## src/rtl/uart_led_cmd_parser.sv

```systemverilog
// Byte-stream LED command parser: key selects channel(s), ON/OFF/TOGGLE commands
// apply to the selection, END closes the frame. Includes inter-byte timeout and status pulses.
module uart_led_cmd_parser #(
   parameter int         N_CH        = 4,
   parameter logic [7:0] KEY_BASE    = 8'hB0,
   parameter logic [7:0] KEY_ALL     = 8'hBF,
   parameter logic [7:0] CMD_OFF     = 8'h00,
   parameter logic [7:0] CMD_ON      = 8'hFF,
   parameter logic [7:0] CMD_TOG     = 8'h55,
   parameter logic [7:0] CMD_END     = 8'hAA,
   parameter int         TIMEOUT_CYC = 1000000
) (
   input  logic            clk,
   input  logic            reset,
   input  logic [7:0]      data,
   input  logic            data_valid,
   output logic [N_CH-1:0] out,
   output logic            busy,
   output logic            frame_done,
   output logic            err
);

   // A width of at least one keeps the counter legal when the timeout is disabled.
   localparam int CNT_W = (TIMEOUT_CYC > 0) ? $clog2(TIMEOUT_CYC + 1) : 1;
   localparam logic [CNT_W-1:0] CNT_LAST = CNT_W'((TIMEOUT_CYC > 0) ? TIMEOUT_CYC - 1 : 0);

   typedef enum logic {IDLE, CMD} state_t;

   state_t          state_reg, state_next;
   logic [N_CH-1:0] mask_reg, mask_next;
   logic [N_CH-1:0] out_reg, out_next;
   logic [CNT_W-1:0] cnt_reg, cnt_next;
   logic            frame_done_reg, frame_done_next;
   logic            err_reg, err_next;

   logic [N_CH-1:0] key_hit;
   logic            is_all;
   logic            is_sel;
   logic [N_CH-1:0] sel_mask;

   genvar gi;
   generate
      for (gi = 0; gi < N_CH; gi++) begin : g_key
         localparam logic [7:0] KEY_GI = KEY_BASE + 8'(gi);
         assign key_hit[gi] = (data == KEY_GI);
      end
   endgenerate

   assign is_all   = (data == KEY_ALL);
   assign is_sel   = is_all | (|key_hit);
   assign sel_mask = is_all ? {N_CH{1'b1}} : key_hit;

   always_comb begin
      state_next      = state_reg;
      mask_next       = mask_reg;
      out_next        = out_reg;
      cnt_next        = cnt_reg;
      frame_done_next = 1'b0;
      err_next        = 1'b0;
      case (state_reg)
         IDLE: begin
            if (data_valid) begin
               if (is_sel) begin
                  mask_next  = sel_mask;
                  state_next = CMD;
                  cnt_next   = '0;
               end else begin
                  err_next = 1'b1;
               end
            end
         end
         CMD: begin
            if (data_valid) begin
               cnt_next = '0;
               if (is_sel) begin
                  mask_next = sel_mask;
               end else if (data == CMD_ON) begin
                  out_next = out_reg | mask_reg;
               end else if (data == CMD_OFF) begin
                  out_next = out_reg & ~mask_reg;
               end else if (data == CMD_TOG) begin
                  out_next = out_reg ^ mask_reg;
               end else if (data == CMD_END) begin
                  state_next      = IDLE;
                  frame_done_next = 1'b1;
                  mask_next       = '0;
               end else begin
                  err_next = 1'b1;
               end
            end else if (TIMEOUT_CYC > 0) begin
               // A byte in the final idle cycle takes the branch above and wins.
               if (cnt_reg == CNT_LAST) begin
                  state_next = IDLE;
                  err_next   = 1'b1;
                  mask_next  = '0;
                  cnt_next   = '0;
               end else begin
                  cnt_next = cnt_reg + CNT_W'(1);
               end
            end
         end
         default: state_next = IDLE;
      endcase
   end

   always_ff @(posedge clk) begin
      if (reset) begin
         state_reg      <= IDLE;
         mask_reg       <= '0;
         out_reg        <= '0;
         cnt_reg        <= '0;
         frame_done_reg <= 1'b0;
         err_reg        <= 1'b0;
      end else begin
         state_reg      <= state_next;
         mask_reg       <= mask_next;
         out_reg        <= out_next;
         cnt_reg        <= cnt_next;
         frame_done_reg <= frame_done_next;
         err_reg        <= err_next;
      end
   end

   assign out        = out_reg;
   assign busy       = (state_reg == CMD);
   assign frame_done = frame_done_reg;
   assign err        = err_reg;

endmodule
```

## config.mk

```make
export PLATFORM = sky130hd
export DESIGN_NAME = uart_led_cmd_parser
export DESIGN_NICKNAME = d
export VERILOG_FILES = /design/src/rtl/uart_led_cmd_parser.sv
export SDC_FILE = /design/constraint.sdc
export NUM_CORES = 1
export LEC_CHECK = 0
export ABC_CLOCK_PERIOD_IN_PS = 2200
export CORE_MARGIN = 3
export CORE_UTILIZATION = 56
export CTS_CLUSTER_DIAMETER = 120
export DETAILED_ROUTE_END_ITERATION = 12
export GPL_ROUTABILITY_DRIVEN = 0
export GPL_TIMING_DRIVEN = 0
export PLACE_DENSITY_LB_ADDON = 0.25
export RECOVER_POWER = 25
export SLEW_MARGIN = 20
export SYNTH_ARGS = -nofsm -noshare
export SYNTH_HDL_FRONTEND = slang
export SYNTH_SLANG_ARGS = --single-unit
```

## constraint.sdc

```tcl
create_clock -name clk -period 2.2 [get_ports clk]
set_input_delay 0.55 -clock clk [delete_from_list [all_inputs] [get_ports clk]]
set_output_delay 0.55 -clock clk [all_outputs]
set_load 0.02 [all_outputs]
```

Yosys cells after proc, flatten, opt, wreduce, memory -nomap -nowiden
Cells that the tools add are included.
W data, S select, Z words.
{"block": "totals", "mem_count": 0, "wordCells": 77, "romBits": 0, "latch_bits": 0, "regBits": 31, "in_bits": 11, "out_inout_bits": 7, "ramBits": 0}
{"block": "op_classes", "addsub": 1, "shifts": 0, "eq_ne": 16, "mul": 0, "bitwise_logic": 8, "n_div": 0, "n_mux": 39, "magnitude_cmp": 0, "n_reduce_logical": 7}
{"op": "$mux W20", "n": 4}
{"op": "$eq A8 B8 Y1 const B", "n": 7}
{"op": "$mux W4", "n": 13}
{"op": "$pmux W20 S2", "n": 1}
{"op": "$add A20 B1 Y20 const B", "n": 1}
{"op": "$eq A20 B20 Y1 const B", "n": 1}
{"op": "$mux W1", "n": 18}
{"op": "$ne A4 B4 Y1 const B", "n": 3}
{"op": "$eq A8 B7 Y1 const B", "n": 1}
{"op": "$logic_not A8 Y1", "n": 1}
{"op": "$pmux W4 S2", "n": 1}
{"op": "$reduce_and A7 Y1", "n": 1}
{"op": "$reduce_or A7 Y1", "n": 1}
{"op": "$and A4 B4 Y4", "n": 1}
{"op": "$ne A2 B2 Y1 const B", "n": 2}
{"op": "$ne A4 B2 Y1 const B", "n": 1}
{"op": "$not A4 Y4", "n": 1}
{"op": "$or A4 B4 Y4", "n": 1}
{"op": "$pmux W1 S2", "n": 2}
{"op": "$reduce_and A4 Y1", "n": 1}
{"op": "$reduce_or A4 Y1", "n": 1}
{"op": "$xor A4 B4 Y4", "n": 1}
{"op": "$ne A3 B2 Y1 const B", "n": 1}
{"op": "$not A1 Y1", "n": 3}
{"op": "other kinds (3)", "n": 3}

Longest topological paths before layout
Gate-level depths: netlist of run 1.
{"block": "logic_depth", "ltp_word": 8, "depth_mapped": 7, "ltp_nobuf": 6}

Worst setup path after synthesis of run 1
OpenSTA, ideal clock, no wires.
{"block": "synth_timing", "path_kind": "in2reg", "startpoint": "input data[3]", "endpoint": "register cnt_reg[18]", "arrival_time_ns": 1.993, "path_buffers": 1, "t_required_ns": 2.130, "setup_time_ns": 0.070, "cell_stages": 6, "setup_slack_ns": 0.137, "path_cell_list": "buf_4 or2_4 a211oi_4 o21ai_2 or4_1 a21oi_1"}
{"block": "synth_via", "elab_chain_cells": 5, "word_cells_on_any_way": 9, "classes_between": "eq/ne: 6; bitwise: 1; reduce/logical: 2"}
{"element": "start: declaration", "line": "15", "source": "input logic [7:0] data,"}
{"element": "$eq A8 B8 Y1", "line": "45", "source": "assign key_hit[gi] = (data == KEY_GI);"}
{"element": "$reduce_or A4 Y1", "line": "50", "source": "assign is_sel = is_all | (|key_hit);"}
{"element": "$or A1 B1 Y1 *", "line": "50"}
{"element": "$ne A2 B2 Y1 (no source line) *"}
{"element": "$reduce_and A2 Y1 (no source line) *"}
{"element": "end signal: assignment", "line": "118", "source": "cnt_reg <= cnt_next;"}
{"element": "end: declaration", "line": "32", "source": "logic [CNT_W-1:0] cnt_reg, cnt_next;"}
Every way passes the cells marked *; elsewhere a longest branch is shown, timed or not.
A chain may end at the register's enable or synchronous reset.

Worst setup path in the final report of run 1
{"block": "layout_timing", "startpoint": "register state_reg (netlist: busy)", "endpoint": "output busy"}
{"element": "start: declaration", "line": "29", "source": "state_t state_reg, state_next;"}
{"element": "start signal: assignment", "line": "115", "source": "state_reg <= state_next;"}
{"element": "end: declaration", "line": "18", "source": "output logic busy,"}
No word-level cell between the ends.

==> impl_metrics.sql, run 1 <==
INSERT INTO impl_metrics (metric_group, metric, value, unit) VALUES
('floorplan', 'die_height', '63.1', 'um'),
('grt', 'grt_max_degree', '11', ''),
('synth', 'synth_fp_nets', '232', ''),
('floorplan', 'design.die.area', '3980', 'um^2'),
('finish', 'multi_input_area', '1130', 'um^2'),
('setup_path', 'worstPathArrival', '1.56', 'ns'),
('run', 'max_cap_violations', '0', ''),
('grt', 'grt_overflow_total', '0', ''),
('sta', 'timing.max_slew.rel_slack', '67.8', '%'),
('drt', 'drt.antenna.violating_nets', '0', ''),
('sta', 'hold_viol', '0', ''),
('power_and_ir_drop', 'power.internal', '0.000861', 'W'),
('setup_path', 'critical_path.top_delay_family', 'buffers and inverters', ''),
('grt', 'grt_usage', '21.6', '%'),
('placed_design', 'port_buffers', '13', ''),
('drt', 'drt_first_iter_violations', '72', ''),
('run_status', 'status', 'finished, final reports clean', ''),
('grt', 'wire_length_of_the_first_global_routing_pass', '6890', 'um'),
('clock_tree', 'cts_tree', 'done', ''),
('drt', 'detail_route.wirelength', '4110', 'um'),
('placed_design', 'place_hpwl', '2980', 'um'),
('finish', 'finalInstanceArea', '2130', 'um^2'),
('grt', 'vias_in_the_first_global_route', '1551', ''),
('sta', 'setup_viol', '0', ''),
('clock_tree', 'ctsHtreeMaxLevel', '2', ''),
('setup_path', 'cp_max_fo', '8', ''),
('floorplan', 'floorplan.rows', '20', ''),
('sta', 'clock.fmax', '475', 'MHz'),
('drt', 'firstDrtPassIters', '4', ''),
('power_and_ir_drop', 'worst_ir_drop_vdd', '350', 'uV'),
('synth', 'synth_async_sr_flop_share', '0', '%'),
('sta', 'clock_skew', '0.00592', 'ns'),
('synth', 'netlist_instances', '212', ''),
('power_and_ir_drop', 'p_leak', '0.792', 'nW'),
('setup_path', 'cp.buffers_inverters', '1', ''),
('sta', 'final.period_utilization', '95.8', '%'),
('power_and_ir_drop', 'switchingPower', '0.000249', 'W'),
('finish', 'largest_register_ff_count', '20', ''),
('setup_path', 'crit_path_start_kind', 'flop', ''),
('drt', 'remaining_drc_errors', '0', ''),
('finish', 'area_growth', '16.8', '%'),
('clock_tree', 'cts.reportedPaths.clkPinSlew', '0.10', 'ns'),
('clock_tree', 'clock_sink_count', '31', ''),
('grt', 'antenna_found_initial', '0', ''),
('setup_path', 'path_cells', 'clkdlybuf4s50_1', ''),
('power_and_ir_drop', 'power_frac_clock', '42.8', '%'),
('hold_path', 'min-delay-path-class', 'reg -> reg', ''),
('setup_path', 'worst_setup_path_end_kind', 'output port', ''),
('clock_tree', 'skew_pair_late_insertion_delay', '0.33', 'ns'),
('setup_path', 'critical-path-max-stage-delay', '0.68', 'ns'),
('sta', 'timing.final.crit_period', '2.11', 'ns'),
('setup_path', 'crit_reg_reg_startpoint', 'cnt_reg[0]', ''),
('power_and_ir_drop', 'comb_power_share', '6.4', '%'),
('clock_tree', 'ctsLongestPathBuffers', '2', ''),
('clock_tree', 'tritoncts.num_buffers', '5', ''),
('drt', 'route.vias.total', '1667', ''),
('hold_path', 'hold_sp', 'cnt_reg[1]', ''),
('synth', 'yosys.cell_types.count', '47', ''),
('setup_path', 'slowest_stage', 'sky130_fd_sc_hd__clkdlybuf4s50_1', ''),
('drt', 'route.detailed.wl_per_inst', '14.7', 'um'),
('setup_path', 'crit_path_from', 'busy', ''),
('setup_path', 'path_class', 'reg -> out', ''),
('finish', 'nNetsFinal', '254', ''),
('floorplan', 'fp.dieW', '63.1', 'um'),
('finish', 'finalCoreUtilization', '69.3', '%'),
('power_and_ir_drop', 'seqPwrFrac', '50.8', '%'),
('synth', 'syn_area_per_cell', '8.62', 'um^2'),
('floorplan', 'floorplan.initialDensity', '59.3', '%'),
('synth', 'synthesis.area', '1830', 'um^2'),
('sta', 'grt_setup_unrepaired', 'no', ''),
('synth', 'synthFlopType', 'sky130_fd_sc_hd__dfxtp_1', '');
-- layout make-up --
type,count,share of cell area [%]
clock inverters,2,1.64
inverters,11,1.93
plain buffers,9,2.11
clock buffers,6,2.40
well taps,44,2.58
flip-flops and latches,31,29.1
repair buffers,15,7.27
multi-input cells,161,53.0
-- layout by cell type, fill, tap and decap left out, types with 3 or more instances in the layout --
| cell | count |
|---|---|
| sky130_fd_sc_hd__o2111ai_1 | 5 |
| sky130_fd_sc_hd__dfxtp_1 | 31 |
| sky130_fd_sc_hd__nor2_1 | 25 |
| sky130_fd_sc_hd__o211ai_1 | 6 |
| sky130_fd_sc_hd__buf_4 | 3 |
| sky130_fd_sc_hd__o31ai_1 | 3 |
| sky130_fd_sc_hd__nand2_1 | 8 |
| sky130_fd_sc_hd__mux2i_1 | 4 |
| sky130_fd_sc_hd__and3_1 | 6 |
| sky130_fd_sc_hd__ha_1 | 8 |
| sky130_fd_sc_hd__dlymetal6s2s_1 | 4 |
| sky130_fd_sc_hd__nand2b_1 | 4 |
| sky130_fd_sc_hd__buf_2 | 4 |
| sky130_fd_sc_hd__a21oi_1 | 12 |
| sky130_fd_sc_hd__or4_1 | 3 |
| sky130_fd_sc_hd__xor2_1 | 12 |
| sky130_fd_sc_hd__or3_1 | 4 |
| sky130_fd_sc_hd__and4_1 | 3 |
| sky130_fd_sc_hd__inv_1 | 11 |
| sky130_fd_sc_hd__nor4bb_1 | 3 |
| sky130_fd_sc_hd__o21ai_0 | 6 |
| sky130_fd_sc_hd__nand4_1 | 6 |
| sky130_fd_sc_hd__nand3b_1 | 4 |
| sky130_fd_sc_hd__dlygate4sd3_1 | 7 |
| sky130_fd_sc_hd__mux2_2 | 4 |
| sky130_fd_sc_hd__nor3_1 | 3 |
| sky130_fd_sc_hd__o21ai_1 | 4 |
| sky130_fd_sc_hd__clkbuf_4 | 5 |
-- worst paths after layout --
path / cells past startpoint / slack (ns) / to
hold reg to reg: 2 / 0.48 / cnt_reg[1]
setup / recovery: 1 / 0.09 / busy
hold / removal: 2 / 0.48 / cnt_reg[1]
setup reg to reg: 6 / 0.17 / mask_reg[3]
-- metal layers --
metal  up-vias  track usage, %  share of wire, %
met5         -               0                 0
met4         0            9.92               2.3
met3        12            4.28               3.4
met2        39            38.3                51
met1       786            24.7                43
li1        830               -                 -
-- power by group through the flow --
stage                     logic (W)  clock network [W]  registers (W)
after floorplan           0.0000401                  0       0.000579
after global placement    0.0000661                  0       0.000577
after detailed placement  0.0000689                  0       0.000577
after CTS                 0.0000698           0.000475       0.000564
after global routing      0.0000766           0.000510       0.000564
final                     0.0000707           0.000475       0.000564
-- cells by family (layout without fill, tap and decap cells) --
kind of cell	count (synthesis)	after routing	share of synthesized area, %
AOI/OAI and AO/OA	50	50	19.5
xor gates and xnor gates	12	12	5.75
adders and majority gates	9	9	6.16
buffers and inverters	20	43	4.73
DFF	31	31	34.0
muxes	8	8	4.66
and+or+nand+nor	82	82	25.3
-- worst reg2reg max path, cell delays in order, from the launching register on --
cell and delay, ns:
sky130_fd_sc_hd__dfxtp_1 0.37, sky130_fd_sc_hd__ha_2 0.30, sky130_fd_sc_hd__nor4b_1 0.35, sky130_fd_sc_hd__nand4b_1 0.21
sky130_fd_sc_hd__o21a_1 0.22, sky130_fd_sc_hd__a211o_1 0.32, sky130_fd_sc_hd__mux2i_1 0.15
-- cells in the mapped netlist (5+ instances only) --
cell type	n	area, um^2
sky130_fd_sc_hd__nand4_1	6	37.5
sky130_fd_sc_hd__ha_1	9	113
sky130_fd_sc_hd__o21ai_0	6	30.0
sky130_fd_sc_hd__xor2_1	12	105
sky130_fd_sc_hd__o2111ai_1	5	43.8
sky130_fd_sc_hd__a21oi_1	12	60.1
sky130_fd_sc_hd__nand2_1	9	33.8
sky130_fd_sc_hd__o211ai_1	6	45.0
sky130_fd_sc_hd__dfxtp_1	31	621
sky130_fd_sc_hd__and3_1	6	37.5
sky130_fd_sc_hd__nor2_1	25	93.8
sky130_fd_sc_hd__inv_1	11	41.3
-- repair_timing --
action,CTS,global route
endpoints found under the setup margin,24,28
gates resized for setup,0,8
setup buffers,1,1
pin swaps,1,3
-- stage by stage --
| step | setup slack, ns | setup TNS [ns] | std cells | total power (W) | hold WS (ns) |
|---|---|---|---|---|---|
| 6_report | 0.0934 | 0 | 279 | 0.00111 | 0.485 |
| 5_1_grt | 0.0106 | 0 | 279 | 0.00115 | 0.501 |
| 4_1_cts | 0.0362 | 0 | 278 | 0.00111 | 0.483 |
| 3_5_place_dp | -0.461 | -10.93 | 269 | 0.000646 | 0.470 |
| 3_3_place_gp | -0.357 | -8.80 | 269 | 0.000643 | 0.454 |
| 2_1_floorplan | 0.137 | 0 | 212 | 0.000619 | 0.444 |
Note: power is estimated with default switching activity, not from simulation.
==> run 2, diff against run 1 <==
- CORE_ASPECT_RATIO: unset -> 0.5
- CTS_BUF_LIST: unset -> sky130_fd_sc_hd__clkbuf_16
==> impl_metrics.sql, run 2 (synthesized netlist as in run 1, its figures left out) <==
INSERT INTO impl_metrics (metric_group, metric, value, unit) VALUES
('run_status', 'status', 'finished, final reports clean', ''),
('floorplan', 'floorplan.initialDensity', '64.2', '%'),
('placed_design', 'place_hpwl', '2900', 'um'),
('hold_path', 'min-delay-path-class', 'reg -> reg', ''),
('floorplan', 'core_region_area', '2850', 'um^2'),
('setup_path', 'critical-path-max-stage-delay', '0.38', 'ns'),
('sta', 'setup_viol', '0', ''),
('setup_path', 'path_cells', 'ha_1, nor4b_2, nand4b_1, o21a_1, a211o_1, mux2i_1', ''),
('power_and_ir_drop', 'power_per_cell_area', '580', 'nW/um^2'),
('grt', 'grt_usage', '23.4', '%'),
('placed_design', 'placed_area', '2000', 'um^2'),
('floorplan', 'top_level_ports', '18', ''),
('floorplan', 'floorplan.rows', '13', ''),
('setup_path', 'worst_setup_path_end_kind', 'flop', ''),
('clock_tree', 'clock_sink_count', '31', ''),
('finish', 'insertedDiodeCount', '0', ''),
('setup_path', 'crit_path_end', 'mask_reg[0]', ''),
('setup_path', 'critical_path.top_delay_family', 'compound AO/OA/AOI/OAI gates', ''),
('power_and_ir_drop', 'p_leak', '0.809', 'nW'),
('placed_design', 'port_buffers', '13', ''),
('finish', 'largest_register_ff_count', '20', ''),
('floorplan', 'design.die.area', '4020', 'um^2'),
('drt', 'route.detailed.wl_per_inst', '15.7', 'um'),
('clock_tree', 'ctsLongestPathBuffers', '2', ''),
('drt', 'firstDrtPassIters', '4', ''),
('setup_path', 'slowest_stage', 'sky130_fd_sc_hd__a211o_1', ''),
('power_and_ir_drop', 'worst_ir_drop_vdd', '468', 'uV'),
('setup_path', 'worst-path-stages', '6', ''),
('finish', 'fillers', '200', ''),
('grt', 'grt_overflow_total', '0', ''),
('setup_path', 'cp.buffers_inverters', '0', ''),
('sta', 'holdWs', '0.479', 'ns'),
('clock_tree', 'tritoncts.num_buffers', '5', ''),
('clock_tree', 'skew_pair_late_insertion_delay', '0.28', 'ns'),
('setup_path', 'regToRegEndpoint', 'mask_reg[0]', ''),
('sta', 'final.period_utilization', '95.7', '%'),
('finish', 'final_cell_mix', '31 x sky130_fd_sc_hd__dfxtp_1, 24 x sky130_fd_sc_hd__nor2_1, 12 x sky130_fd_sc_hd__xor2_1, 12 x sky130_fd_sc_hd__a21oi_1, 11 x sky130_fd_sc_hd__inv_1', ''),
('clock_tree', 'ctsHtreeMaxLevel', '2', ''),
('finish', 'nNetsFinal', '257', ''),
('setup_path', 'cp_data_required_time', '2.35', 'ns'),
('sta', 'timing.final.crit_period', '2.11', 'ns'),
('setup_path', 'cp_max_fo', '8', ''),
('setup_path', 'path_class', 'reg -> reg', ''),
('sta', 'timing_worst_slew_pin_value', '0.503', 'ns'),
('setup_path', 'worstPathArrival', '2.26', 'ns'),
('run', 'max_cap_violations', '0', ''),
('clock_tree', 'clockRootBuffer', 'sky130_fd_sc_hd__clkbuf_16', ''),
('clock_tree', 'cts_tree', 'done', ''),
('sta', 'clock_skew', '0.00715', 'ns'),
('drt', 'avgViaCountPerCell', '6.14', ''),
('setup_path', 'crit_reg_reg_startpoint', 'cnt_reg[0]', ''),
('finish', 'finalInstanceArea', '2210', 'um^2'),
('grt', 'vias_in_the_first_global_route', '1581', ''),
('floorplan', 'die_height', '46.4', 'um'),
('setup_path', 'timing.reg2reg.worst_path_depth', '6', ''),
('sta', 'timing_max_transition_violations_final', '0', ''),
('setup_path', 'timing.reg2reg.setup_slack', '0.09', 'ns'),
('setup_path', 'crit_path_start_kind', 'flop', ''),
('sta', 'timing.max_slew.rel_slack', '66.2', '%'),
('drt', 'drt.antenna.violating_nets', '0', ''),
('drt', 'drt_first_iter_violations', '122', ''),
('floorplan', 'fp.dieW', '86.8', 'um'),
('finish', 'layout-drive-gt1-share', '12.2', '%'),
('drt', 'remaining_drc_errors', '0', ''),
('clock_tree', 'cts.reportedPaths.clkPinSlew', '0.05', 'ns'),
('finish', 'layout_commonest_cell', 'sky130_fd_sc_hd__dfxtp_1', ''),
('sta', 'clock.fmax', '475', 'MHz'),
('grt', 'antenna_found_initial', '0', ''),
('sta', 'hold_viol', '0', ''),
('grt', 'wire_length_of_the_first_global_routing_pass', '7030', 'um'),
('finish', 'area_growth', '21.2', '%'),
('setup_path', 'crit_path_from', 'cnt_reg[0]', ''),
('drt', 'detail_route.wirelength', '4320', 'um'),
('drt', 'route.vias.total', '1688', ''),
('grt', 'grt_max_degree', '11', '');
run 2: worst min-delay path by stage:
stage,startpoint,endpoint,slack (ns),cells after the start
2_1_floorplan,cnt_reg[1],cnt_reg[1],0.44,2
3_3_place_gp,cnt_reg[1],cnt_reg[1],0.45,2
3_5_place_dp,mask_reg[2],mask_reg[2],0.47,2
4_1_cts,mask_reg[2],mask_reg[2],0.48,2
5_1_grt,mask_reg[2],mask_reg[2],0.51,2
6_report,mask_reg[2],mask_reg[2],0.48,2
run 2: through the flow:
step | worst slack (ns) | cells | power, W | util (%) | setup TNS, ns
after floorplan | 0.137 | 212 | 0.000619 | - | 0
after global placement | -0.362 | 262 | 0.000644 | 70.4 | -8.91
after detailed placement | -0.448 | 262 | 0.000646 | 70.4 | -10.67
after CTS | 0.00345 | 274 | 0.00129 | 76.6 | 0
after global routing | -0.00592 | 275 | 0.00133 | 77.8 | -0.00592
final | 0.0935 | 275 | 0.00128 | 77.8 | 0
run 2: power breakdown:
group          switching (W)  leakage (nW)  internal [W]
clock               0.000239        0.0649      0.000410
combinational      0.0000412         0.494     0.0000301
sequential        0.00000104         0.250      0.000564
total               0.000281         0.809       0.00100
run 2: layout make-up:
class	count	area (um^2)	share of cell area, %
inverter	11	41.3	1.87
sequential	31	621	28.0
buffer	9	45.0	2.04
multi-input combinational	161	1140	51.7
clock buffer	5	125	5.65
timing repair buffer	18	176	7.97
tap	37	46.3	2.09
clock inverter	3	15.0	0.678
run 2: what timing repair did:
action,in CTS,in global routing
pin swaps,4,2
buffers inserted,4,1
gates resized for setup,1,8
endpoints found under the setup margin,28,29
hold buffers,0,0
run 2: worst min-delay path, stage by stage, from the launching register on:
cell,delay (ns)
sky130_fd_sc_hd__dfxtp_1,0.30
sky130_fd_sc_hd__nand2b_1,0.06
sky130_fd_sc_hd__mux2i_1,0.06
run 2: metal layers:
layer,GRT usage [%],part of all wire (%),vias up
li1,-,-,832
met1,25.6,42,796
met2,41.3,50,43
met3,6.96,4.3,17
met4,14.3,3.6,0
met5,0,0,-
